$ cat config.mk
export PLATFORM = sky130hd
export DESIGN_NAME = time_display
export DESIGN_NICKNAME = d
export VERILOG_FILES = /design/src/rtl/time_display.sv
export SDC_FILE = /design/constraint.sdc
export NUM_CORES = 1
export LEC_CHECK = 0
export ABC_CLOCK_PERIOD_IN_PS = 4900
export CAP_MARGIN = 20
export CORE_ASPECT_RATIO = 1.25
export CORE_MARGIN = 5
export CORE_UTILIZATION = 60
export CTS_BUF_LIST = sky130_fd_sc_hd__clkbuf_8
export CTS_CLUSTER_SIZE = 10
export DETAILED_ROUTE_END_ITERATION = 8
export PLACE_DENSITY = 0.89
export SYNTH_ARGS = -nofsm -noshare
export SYNTH_HDL_FRONTEND = slang
export SYNTH_SLANG_ARGS = --single-unit
$ cat constraint.sdc
create_clock -name clk -period 4.9 [get_ports clk]
set_input_delay 1.47 -clock clk [delete_from_list [all_inputs] [get_ports clk]]
set_output_delay 1.47 -clock clk [all_outputs]
set_load 0.03 [all_outputs]
$ cat src/rtl/time_display.sv
// Binary hh:mm to BCD converter (repeated subtraction) driving a 4-digit
// multiplexed seven-segment display. Optional colon blink: COLON_BLINK_EN.
module time_display #(
  parameter int SCAN_DIV  = 1000,
  parameter int BLINK_DIV = 50000000
) (
  input  logic       clk,
  input  logic       rst,
  input  logic [4:0] i_hours,
  input  logic [5:0] i_minutes,
  input  logic       i_start,
  output logic       o_busy,
  output logic       o_done,
  output logic       o_err,
  output logic [1:0] o_hours_left,
  output logic [3:0] o_hours_right,
  output logic [2:0] o_minutes_left,
  output logic [3:0] o_minutes_right,
  output logic [3:0] o_an,
  output logic [6:0] o_seg,
  output logic       o_colon,
  output logic [1:0] dbg_state
);

  // Request handshake: i_start is honoured only in IDLE; o_busy is high in
  // CONV_H/CONV_M, o_done (with o_err on bad input) pulses for the DONE cycle.
  typedef enum logic [1:0] {
    IDLE   = 2'd0,
    CONV_H = 2'd1,
    CONV_M = 2'd2,
    DONE   = 2'd3
  } state_t;

  state_t     state, state_nx;
  logic [4:0] rem_h;
  logic [5:0] rem_m;
  logic [1:0] tens_h;
  logic [2:0] tens_m;
  logic       err_flag;

  logic [15:0] scan_cnt;
  logic        scan_wrap;
  logic [1:0]  idx, idx_nx;
  logic [3:0]  sel_digit;

  function automatic logic [6:0] seg_decode(input logic [3:0] d);
    logic [6:0] s;
    case (d)
      4'd0:    s = 7'b1000000;
      4'd1:    s = 7'b1111001;
      4'd2:    s = 7'b0100100;
      4'd3:    s = 7'b0110000;
      4'd4:    s = 7'b0011001;
      4'd5:    s = 7'b0010010;
      4'd6:    s = 7'b0000010;
      4'd7:    s = 7'b1111000;
      4'd8:    s = 7'b0000000;
      4'd9:    s = 7'b0010000;
      default: s = 7'b1111111;
    endcase
    return s;
  endfunction

  always_ff @(posedge clk or negedge rst) begin
    if (!rst) state <= IDLE;
    else      state <= state_nx;
  end

  always_comb begin
    state_nx  = state;
    o_busy    = 1'b0;
    o_done    = 1'b0;
    o_err     = 1'b0;
    dbg_state = state;
    case (state)
      IDLE: begin
        if (i_start) state_nx = CONV_H;
      end
      CONV_H: begin
        o_busy = 1'b1;
        // An out-of-range sample spends one cycle here and skips conversion.
        if (err_flag)               state_nx = DONE;
        else if (rem_h < 5'd10)     state_nx = CONV_M;
      end
      CONV_M: begin
        o_busy = 1'b1;
        if (rem_m < 6'd10) state_nx = DONE;
      end
      DONE: begin
        o_done   = 1'b1;
        o_err    = err_flag;
        state_nx = IDLE;
      end
      default: state_nx = IDLE;
    endcase
  end

  always_ff @(posedge clk or negedge rst) begin
    if (!rst) begin
      rem_h           <= '0;
      rem_m           <= '0;
      tens_h          <= '0;
      tens_m          <= '0;
      err_flag        <= 1'b0;
      o_hours_left    <= '0;
      o_hours_right   <= '0;
      o_minutes_left  <= '0;
      o_minutes_right <= '0;
    end else begin
      case (state)
        IDLE: begin
          if (i_start) begin
            rem_h    <= i_hours;
            rem_m    <= i_minutes;
            tens_h   <= '0;
            tens_m   <= '0;
            err_flag <= (i_hours > 5'd23) || (i_minutes > 6'd59);
          end
        end
        CONV_H: begin
          if (!err_flag && rem_h >= 5'd10) begin
            rem_h  <= rem_h - 5'd10;
            tens_h <= tens_h + 2'd1;
          end
        end
        CONV_M: begin
          if (rem_m >= 6'd10) begin
            rem_m  <= rem_m - 6'd10;
            tens_m <= tens_m + 3'd1;
          end else begin
            // All four digits land together on entry to DONE.
            o_hours_left    <= tens_h;
            o_hours_right   <= rem_h[3:0];
            o_minutes_left  <= tens_m;
            o_minutes_right <= rem_m[3:0];
          end
        end
        default: ;
      endcase
    end
  end

  assign scan_wrap = (scan_cnt == 16'(SCAN_DIV - 1));
  assign idx_nx    = scan_wrap ? idx + 2'd1 : idx;

  always_comb begin
    sel_digit = '0;
    case (idx_nx)
      2'd0: sel_digit = o_minutes_right;
      2'd1: sel_digit = {1'b0, o_minutes_left};
      2'd2: sel_digit = o_hours_right;
      2'd3: sel_digit = {2'b00, o_hours_left};
      default: sel_digit = '0;
    endcase
  end

  // Anode and segments are registered from the same next index, so they
  // always switch together and never show a blank or mixed frame.
  always_ff @(posedge clk or negedge rst) begin
    if (!rst) begin
      scan_cnt <= '0;
      idx      <= '0;
      o_an     <= 4'b1110;
      o_seg    <= 7'b1000000;
    end else begin
      scan_cnt <= scan_wrap ? 16'd0 : scan_cnt + 16'd1;
      idx      <= idx_nx;
      o_an     <= ~(4'b0001 << idx_nx);
      o_seg    <= seg_decode(sel_digit);
    end
  end

`ifdef COLON_BLINK_EN
  logic [31:0] blink_cnt;

  always_ff @(posedge clk or negedge rst) begin
    if (!rst) begin
      blink_cnt <= '0;
      o_colon   <= 1'b1;
    end else if (blink_cnt == 32'(BLINK_DIV - 1)) begin
      blink_cnt <= '0;
      o_colon   <= ~o_colon;
    end else begin
      blink_cnt <= blink_cnt + 32'd1;
    end
  end
`else
  // Colon held on; BLINK_DIV is referenced only to keep it a used parameter.
  assign o_colon = 1'b1 | (BLINK_DIV < 0);
`endif

endmodule

Word level (Yosys, flattened, before mapping):

Memories as Yosys holds them, arrays and structs flattened. A register that Yosys moved wholly into a read port is not among the register bits.
Cells that the tools add are included.

* word-level logic and storage cells: 78
* output and inout bits: 30
* ROM bits: 112
* memories kept: 1
* register bits after elaboration: 54

Memories
* (no name shown): words 16, bits a word 7, rd ports 1, clocked after memory_dff 1, wr ports 0, RTL line 48 `case (d)`

* add/sub/neg operators: 6
* eq/ne operators: 12
* reduce and logical (&&, ||, !) cells: 14
* mux-type cells: 23
* magnitude comparators: 6
* bitwise operators: 2
* shift operators: 1

Operators by type and width (count)
* 16-bit by 1-bit adder with 16-bit output, second input constant: 1
* 16-bit by 10-bit equality test with 1-bit output, second input constant: 1
* 16-bit 2-to-1 mux: 1
* 4-bit one-hot mux with 4 select lines: 1
* 2-bit 2-to-1 mux: 7
* 6-bit 2-to-1 mux: 2
* 6-bit one-hot mux with 2 select lines: 1
* 5-bit 2-to-1 mux: 2
* 5-bit one-hot mux with 2 select lines: 1
* 3-bit AND reduction: 3
* 2-bit equality test, second input constant: 4
* 2-bit inequality test, second input constant: 4
* 2-bit one-hot mux with 4 select lines: 1
* 6-bit by 4-bit greater-or-equal comparator with 1-bit output, second input constant: 1
* 6-bit > comparator, second input constant: 1
* 6-bit by 4-bit < comparator with 1-bit output, second input constant: 1
* 3-bit 2-to-1 mux: 2
* 3-bit one-hot mux with 2 select lines: 1
* 6-bit by 4-bit subtractor with 6-bit output, second input constant: 1
* 5-bit by 4-bit greater-or-equal comparator with 1-bit output, second input constant: 1
* 5-bit > comparator, second input constant: 1
* 5-bit by 4-bit < comparator with 1-bit output, second input constant: 1
* 5-bit by 4-bit subtractor with 5-bit output, second input constant: 1
* 2-bit by 1-bit adder with 2-bit output, second input constant: 2
* other kinds (15): 22

Longest topological paths before layout:

* depth after elaboration: 4
* mapped depth: 10

Least setup slack after synthesis:

OpenSTA, ideal clock, no wires.

* path kind: input-to-reg
* start: input i_start
* end: register rem_m[4]
* stages: 6
* setup time: 0.135 ns
* data arrival time: 2.688 ns
* setup slack: 2.077 ns
* cell sequence: nor2b_1 > clkbuf_1 > a311oi_1 > nand3_1 > o21ai_0 > a21oi_1

* longest elaborated chain between the ends: 2

RTL lines
* start: declaration: RTL line 11 `input logic i_start,`
* 2-bit inequality test (no source line)
* 3-bit AND reduction (no source line)
* end signal: assignment: RTL line 114 `rem_m <= i_minutes;`
* end signal: assignment: RTL line 128 `rem_m <= rem_m - 6'd10;`
* end: declaration: RTL line 36 `logic [5:0] rem_m;`

No other way between the ends.
A chain may end at the register's enable or synchronous reset.

Final worst setup path:

* start: register scan_cnt[12]
* end: register o_seg[3]

* longest elaborated chain between the ends: 4
* elaborated cells on any way between the ends: 7
* those cells by class: eq/ne: 4; mux: 2; reduce/logical: 1

RTL lines
* start: declaration: RTL line 41 `logic [15:0] scan_cnt;`
* start signal: assignment: RTL line 166 `scan_cnt <= scan_wrap ? 16'd0 : scan_cnt + 16'd1;`
* 16-bit by 10-bit equality test with 1-bit output (*): RTL line 143 `assign scan_wrap = (scan_cnt == 16'(SCAN_DIV - 1));`
* 2-bit 2-to-1 mux (*): RTL line 144 `assign idx_nx = scan_wrap ? idx + 2'd1 : idx;`
* 2-bit equality test (tied with other cells): RTL line 148 `case (idx_nx)`
* 4-bit one-hot mux with 4 select lines (*): RTL line 148
* end: declaration: RTL line 20 `output logic [6:0] o_seg,`

Every way passes the cells marked *; elsewhere a longest branch is shown, timed or not.

==> results.md <==
- Outcome: finished clean
- Layout net count: 391
- Final HPWL DP: between 4000 and 5000 µm
- Yosys warning total: 0
- WL per Instance: around 15 µm
- Post-CTS setup repair buffer count: 0
- RSZ-0062 raised after global routing: false
- Antenna violations before repair: 0
- Final hold vios: 0
- Worst VDD drop: 0.4511 mV
- Crit path DAT: approximately 3.6 ns
- Global-route wire length before repair: around 11000 µm
- Vias in the first global route: 2511
- Syn avg cell area: a little over 10 µm²
- GRT overflow: 0
- CTS tree: done
- Dpl ws: 1.345 ns
- DR vias/cell: 5.814
- Die Y: 92.03 µm
- Min-Delay Path Class: reg2reg
- Slack of the worst reg-to-reg path: 1.47 ns
- Clk pwr share: a little over a fifth
- Effective utilization at floorplan: 62.68%
- Pwr dens: 536.7 mW/mm²
- Die area: 0.006959 mm²
- Clk_skew: 0.003968 ns
- First DRT Iteration DRCs: 210
- Synthesized instance count: 321
- Ys flop type: dfrtp_1
- Clock sink total: 61
- Crit path top cell by count: inv_1
- ANT cells: 0
- Std cell rows: 29
- Post-CTS Resized: 0
- H-tree lvl count: 3
- Worst setup SP type: flop
- Logic gate share of total power: 43.9%
- Crit path largest cell delay: 0.69 ns
- Max Cap Viol: 0
- Crit-path cells: or4_4 -> nor4_4 -> buf_4 -> mux2_2 -> a211oi_2 -> inv_1 -> ha_1 -> inv_1 -> o221ai_1
- Worst relative slew slack: 35.20%
- Sw frac: 39.60%
- Number of CTS-inserted buffers: 9
- Wirelength, routed: ~6600 µm
- Post-synthesis cell type count: 49
- Largest net degree at the start of global routing: 39
- Clk Latency, worst-skew pair: between 0.3 and 0.4 ns
- CP Max Fanout: 14
- I/O pin count: between 40 and 50
- CTS root buf: clkbuf_8
- Final setup vio count: 0
- Post-synth EDFFs: 0
- Cts hold-fix bufs: 0
- Async S/R FF share, synth: 100.0%
- Sw Pwr: 826.0 µW
- Hold Slack: 0.4582 ns
- DRC: 0
- IO Port Bufs: 42
- Setup ws final: 1.470 ns
- Drt first pass iters: 4
- Syn_nets: 347
- Design Power: between 2000 and 2500 µW
- Fin Setup TNS: 0 ns
- Seq pwr share: 35.4%
- GRT Total Usage: about a fifth
- Clock Path Buffers: 2
- Post-DRT Antenna Nets: 0
- Internal power: 1260 µW
- Worst slew pin tran: 0.9675 ns
- Critical path's top delay family: simple AND/OR/NAND/NOR gates
- Final min period: 3.430 ns
- Leak: 0.001746 µW
- DR vias: 2506
- Gp weighted congestion: 0.8271
- Fin crit share: 70.00%
- Worst-path clk slew: around 0.060 ns
- Placeable Area: 0.005152 mm²
- Worst Path Buf+Inv: 3
- Share of layout cells above drive strength 1: 12.47%
- Kind of end point of the critical path: flop
- Fin. max-slew vios: 0
- Crit-path slowest cell: nor4_4
- Setup CP Type: reg2reg
- CP required: 5.07 ns
- FF+latch count, synth: 61
- Mapped Area: roughly 0.0032 mm²
- Fmax: 291.5 MHz
- Sequential element share of the synthesized area: 47.42%
- Area added between synthesis and finish: 20.34%
- Die X: 75.62 µm
stage by stage:
| step | cell area [µm²] | std cells | utilization [%] |
|---|---|---|---|
| floorplan | 3229 | 321 | - |
| global placement | 3685 | 415 | 71.52 |
| detailed placement | 3685 | 415 | 71.52 |
| CTS | 3881 | 430 | 75.33 |
| global route | 3886 | 431 | 75.43 |
| finish | 3886 | 431 | 75.43 |
Yosys cell counts (4+ instances only):
cell type	number	area [µm²]
dfrtp_1	57	1426
nand2_1	32	120.1
nor2_1	20	75.07
o21ai_0	19	95.09
a21oi_1	18	90.09
inv_1	18	67.56
nand3_1	15	75.07
mux2_2	14	157.7
mux2i_1	14	140.1
ha_1	12	150.1
clkbuf_1	10	37.54
nand2b_1	8	50.05
xnor2_1	8	70.07
xor2_1	8	70.07
nor2b_1	6	37.54
o22ai_1	6	37.54
and3_1	5	31.28
dfstp_2	4	105.1
nand4_1	4	25.02
power groups by stage:
stage | sequential, µW | combinational, µW | clock, µW
after global placement | 738 | 870 | 0
after floorplan | 830 | 529 | 0
after global routing | 755 | 1010 | 461
final | 738 | 915 | 433
after CTS | 737 | 913 | 440
after detailed placement | 746 | 904 | 0
flip-flops by register name, summed over array words and instances (netlist names), 3 cells and up:
signal,cells
o_an,4
o_hours_right,4
o_minutes_left,3
o_minutes_right,4
o_seg,7
rem_h,5
rem_m,6
scan_cnt,16
tens_m,3
routing by layer:
| layer | wire, µm | vias to the layer above | track usage, % |
|---|---|---|---|
| met2 | 3354 | 78 | 33.79 |
| met4 | 180 | 0 | 11.37 |
| li1 | - | 1210 | - |
| met5 | 0 | - | 0 |
| met1 | 2698 | 1200 | 26.18 |
| met3 | 341 | 18 | 4.376 |
final cells by class:
class / instances / area [µm²]
repair buffers: 46 / 442.9
multi-input cells: 229 / 1570
fillers: 358 / 1266
clock buffers: 14 / 192.7
clock inverters: 1 / 3.754
well taps: 62 / 77.57
inverters: 18 / 67.56
flip-flops and latches: 61 / 1531
cell usage in the layout, fill, tap and decap left out, types with 3 or more instances in the layout:
cell	instances
o211ai_1	3
mux2_2	14
and3_1	5
nor3_1	3
a21oi_1	18
nand2_1	32
nor2_1	20
nand4_1	4
xor2_1	8
o21ai_0	19
mux2i_1	14
nor2b_1	6
xnor2_1	8
clkdlybuf4s50_1	41
dfrtp_1	57
o22ai_1	6
dfstp_2	4
nand2b_1	8
nand3_1	15
clkbuf_8	14
inv_1	19
ha_1	12
buf_4	3
or3b_2	3
cell families (layout without fill, tap and decap cells):
group | Yosys count | in the layout | synth area share, %
adder cells (fa/ha/maj) | 12 | 12 | 4.649
other | 1 | 1 | 0.1161
flip-flops | 61 | 61 | 47.42
XOR/XNOR | 16 | 16 | 4.340
buffers and inverters | 31 | 79 | 3.952
AND/OR/NAND/NOR | 110 | 110 | 18.33
multiplexers | 28 | 28 | 9.221
AO/OA/AOI/OAI | 62 | 62 | 11.97
final timing paths:
path,start,endpoint,cells past startpoint
hold / removal,scan_cnt[0]$_DFF_PN0_,scan_cnt[0]$_DFF_PN0_,1
min in group asynchronous,rst,scan_cnt[7]$_DFF_PN0_,1
hold reg to reg,scan_cnt[0]$_DFF_PN0_,scan_cnt[0]$_DFF_PN0_,1
setup reg to reg,scan_cnt[12]$_DFF_PN0_,o_seg[3]$_DFF_PN0_,9
max in group asynchronous,rst,o_minutes_left[2]$_DFFE_PN0P_,2
setup / recovery,scan_cnt[12]$_DFF_PN0_,o_seg[3]$_DFF_PN0_,9
Note: power is estimated with default switching activity, not from simulation.
